$ cat config.mk
export PLATFORM = sky130hd
export DESIGN_NAME = alu8
export DESIGN_NICKNAME = d
export VERILOG_FILES = /design/src/rtl/alu8.sv
export SDC_FILE = /design/constraint.sdc
export NUM_CORES = 1
export LEC_CHECK = 0
export BUFFER_PORTS_ARGS = -buffer_cell sky130_fd_sc_hd__buf_2
export CORE_MARGIN = 5
export CORE_UTILIZATION = 50
export CTS_CLUSTER_DIAMETER = 30
export DETAILED_ROUTE_END_ITERATION = 12
export GPL_TIMING_DRIVEN = 0
export HOLD_SLACK_MARGIN = 0.1
export PLACE_DENSITY_LB_ADDON = 0.08
export SLEW_MARGIN = 30
export SYNTH_ARGS = -nofsm -noshare
export SYNTH_HDL_FRONTEND = slang
export SYNTH_SLANG_ARGS = --single-unit
export TNS_END_PERCENT = 50
$ cat constraint.sdc
create_clock -name clk -period 2.4 [get_ports clk]
set_clock_uncertainty 0.1 [all_clocks]
set_input_delay 0 -clock clk [delete_from_list [all_inputs] [get_ports clk]]
set_output_delay 0 -clock clk [all_outputs]
set_load 0.03 [all_outputs]
$ cat src/rtl/alu8.sv
// 8-bit registered ALU for the Octa16 datapath: add/sub, nor/nand, set-less-than,
// logical/arithmetic shifts; result and signed overflow are captured one cycle later.
module alu8 (
  input  logic       clk,
  input  logic       rst,
  input  logic [7:0] rs1,
  input  logic [7:0] rs2,
  input  logic [2:0] ctrl,
  input  logic       flag,
  output logic [7:0] out,
  output logic       overflow
);

  localparam logic [2:0] OP_ADDSUB = 3'b000;
  localparam logic [2:0] OP_LOGIC  = 3'b001;
  localparam logic [2:0] OP_SLT    = 3'b010;
  localparam logic [2:0] OP_SHIFT  = 3'b011;
  localparam logic [2:0] OP_SRA    = 3'b100;

  logic [7:0] w_sum;
  logic [7:0] w_diff;
  logic [2:0] w_shamt;
  logic [7:0] w_result;
  logic       w_ovf;
  logic [7:0] r_out;
  logic       r_ovf;

  assign w_sum   = rs1 + rs2;
  assign w_diff  = rs1 - rs2;
  assign w_shamt = rs2[2:0];

  // Next-state result and overflow for the selected operation.
  always_comb begin
    w_result = 8'h00;
    w_ovf    = 1'b0;
    case (ctrl)
      OP_ADDSUB: begin
        if (flag) begin
          w_result = w_diff;
          w_ovf    = (rs1[7] != rs2[7]) && (w_diff[7] != rs1[7]);
        end else begin
          w_result = w_sum;
          w_ovf    = (rs1[7] == rs2[7]) && (w_sum[7] != rs1[7]);
        end
      end
      OP_LOGIC: begin
        if (flag) begin
          w_result = ~(rs1 & rs2);
        end else begin
          w_result = ~(rs1 | rs2);
        end
      end
      OP_SLT: begin
        if (flag) begin
          w_result = ($signed(rs1) < $signed(rs2)) ? 8'h01 : 8'h00;
        end else begin
          w_result = (rs1 < rs2) ? 8'h01 : 8'h00;
        end
      end
      OP_SHIFT: begin
        if (flag) begin
          w_result = rs1 << w_shamt;
        end else begin
          w_result = rs1 >> w_shamt;
        end
      end
      OP_SRA: begin
        w_result = $unsigned($signed(rs1) >>> w_shamt);
      end
      default: begin
        w_result = 8'h00;
        w_ovf    = 1'b0;
      end
    endcase
  end

  // Output registers; reset discards whatever operation is sampled on that edge.
  always_ff @(posedge clk) begin
    if (rst) begin
      r_out <= 8'h00;
      r_ovf <= 1'b0;
    end else begin
      r_out <= w_result;
      r_ovf <= w_ovf;
    end
  end

  assign out      = r_out;
  assign overflow = r_ovf;

endmodule

==> out/results.ini <==
[outcome]
status = finished, final reports clean

[yosys]
synth.cell_area_um2 = 1920
synthCells = 258
synth.yosys.warnings = 0
yosysTopAreaCellShare = 0.163
syn_area_per_cell_um2 = 7.46
synth.distinct_cells = 59
edff_count_synth = 0
async_reset_ff_frac = 0
yosys.area.top_type = ha_1
synth_area_leaders = ha_1 (16%), dfxtp_1 (9.4%), mux2i_1 (5.7%)
ys_top_cells_by_count = ha_1 (25), inv_1 (23), nor2_1 (22), o21ai_0 (16), nand2_1 (14)
synth.ff_latch_count = 9
sequential_to_total_area_share_from_yosys_stat = 0.0936
synthesis.nets = 307
synth-main-ff-cell = dfxtp_1
yosys.cell_count.top_type = ha_1

[timing]
setup_repair_after_global_routing_missed_its_margin = false
max_freq_mhz = 453
slew_violations = 0
final.min_clock_period_ns = 2.21
min_period_over_period = 0.921
hold_violations = 0
setup-violations-final = 0
timing_worst_slew_pin_value_ns = 0.528
max-slew-margin-rel = 0.648

[power_and_ir_drop]
maximum_vdd_ir_drop_v = 0.000124
power.static_leakage_uw = 0.000964
p_total_uw = 722
power_density_relative_to_cell_area_nw_per_um2 = 332

[clock_network]
clk_pin_slew_ns = 0.04
numClockSinks = 9
cts_htree_levels = 1
cts_tree = built
max-clock-path-buffers = 2
cts-buffers-inserted = 3
cts_root_buffer = clkbuf_8

[drt]
dr_total_vias = 2029
drc = 0
drt-vias-per-instance = 6.06
postRouteAntennaNets = 0
detail_route.first_pass.iterations = 4
drtIter0Drc = 173
wirelength_um = 5510
avgRoutedWirePerCell_um = 16.5

[worst_setup_path]
cp.depth = 9
worstPathArrival_ns = 2.26
timing.critical_path.cells = clkbuf_4 -> inv_1 -> ha_2 -> or3_1 -> o221ai_4 -> nor4_2 -> a221oi_2 -> mux2_2 -> a211oi_1
critical_path.max_stage_delay_ns = 0.43
worst_setup_path_start_kind = input port
timing.critical_path.fanout_max = 22
cp.buffers_inverters = 2
worstSetupEndpointType = flip-flop
cp.required_ns = 2.45
cp_slowest_cell = or3_1
worst-setup-path-type = in -> reg
critical_path.top_delay_family = compound AO/OA/AOI/OAI gates

[floorplanning]
placementRows = 22
width_of_the_die_um = 72.0
boundary_pins = 31
core_um2 = 3690
die_area_um2 = 5190
dieHeight_um = 72.0
initial_core_utilization = 0.522

[final_layout]
fin_nets = 337
filler_cell_count = 382
sequential_cell_area_um2 = 180
areaGrowthSynthToFinish_pct = 13.2
multi_input_comb_area_um2 = 1590
layout-drive-gt1-share = 0.174
fin_cells = 335
antennaDiodeCount = 0
final_core_utilization = 0.591

[grt]
all_layer_global_routing_usage = 0.213
global_route_wire_length_before_repair_um = 8750
grt_overflow_total = 0
grt_max_degree = 23
via_count_of_the_first_global_routing_pass = 1833
antenna_found_initial = 0

[hold_path]
hold_path_depth = 3
min_path_type = in -> reg

[place]
dpl.cell_count = 333
hpwl_um = 4500
port_buffers = 27
gpl.final_weighted_congestion = 0.942

[flow_run]
cap_violations = 0

==> cells in the final DEF (no fill, tap or decap), types with 2 or more instances in the layout <==
cell type	synthesis	layout
a211o_1	3	3
a211oi_1	12	12
a21o_1	6	6
a21oi_1	12	12
a221oi_1	3	3
a22o_1	2	2
a22oi_1	2	2
a31oi_1	5	5
buf_1	2	2
buf_2	5	30
clkbuf_1	10	9
clkbuf_8	0	3
dfxtp_1	9	9
fa_1	2	2
ha_1	25	24
inv_1	23	23
mux2_2	2	2
mux2i_1	11	11
mux4_2	2	2
nand2_1	14	14
nand2b_1	2	2
nand3_1	4	4
nor2_1	22	22
nor2b_1	2	2
nor3_1	12	12
nor3b_1	2	2
o211ai_1	6	6
o21a_1	3	3
o21ai_0	16	16
o21ba_2	2	2
o21bai_1	2	2
o31ai_1	2	2
or2_2	2	2
or3_1	2	2
xnor2_1	3	3
xor2_1	2	2
==> state kept, by name, indices dropped and copies added, names as in the netlist <==
name and flops:
out 8, overflow 1
==> power breakdown <==
group          internal [µW]  leakage [µW]  total (µW)  switching [µW]
clock network            116     0.0000228         181            65.0
registers                157     0.0000733         159            1.42
logic                    151      0.000868         382             232
==> logic make-up after synthesis <==
kind of cell	synth area share
AO/OA/AOI/OAI	0.335
adder cells (fa/ha/maj)	0.183
multiplexers	0.0923
buffers and inverters	0.0871
AND/OR/NAND/NOR	0.186
flip-flops	0.0936
XOR/XNOR	0.0228
==> path summary, 6_finish.rpt <==
check | startpoint | end | slack (ns)
worst max-delay path | rs2[2] | overflow | 0.19
worst min-delay path | ctrl[1] | out[0] | 0.11
==> through the flow <==
stage	instance area, µm²	setup WS [ns]	hold WS [ns]	TNS (ns)
4_1_cts	2160	0.0415	0.100	0
6_report	2180	0.190	0.111	0
5_1_grt	2180	0.0234	0.133	0
3_5_place_dp	2120	-0.404	0.313	-0.719
2_1_floorplan	1930	0.0872	0.178	0
3_3_place_gp	2120	-0.406	0.313	-0.725
==> routing by layer <==
metal	up-vias	GRT usage	part of all wire
li1	1007	-	-
met1	952	0.289	0.47
met2	63	0.352	0.46
met3	7	0.0139	0.061
met4	0	0.0814	0.017
met5	-	0	0
==> final cells by class <==
type	count	area share
well taps	48	0.0276
clock buffers	4	0.0207
multi-input cells	208	0.730
plain buffers	15	0.0316
flip-flops and latches	9	0.0827
inverters	23	0.0396
repair buffers	28	0.0678
==> timing repair <==
action,4_1_cts,5_1_grt
hold buffers,1,0
buffers inserted,0,0
resized for setup,0,3
endpoints found under the setup margin,1,1
hold endpoints to repair,2,0
pin swaps,0,0
Note: power is estimated with default switching activity, not from simulation.
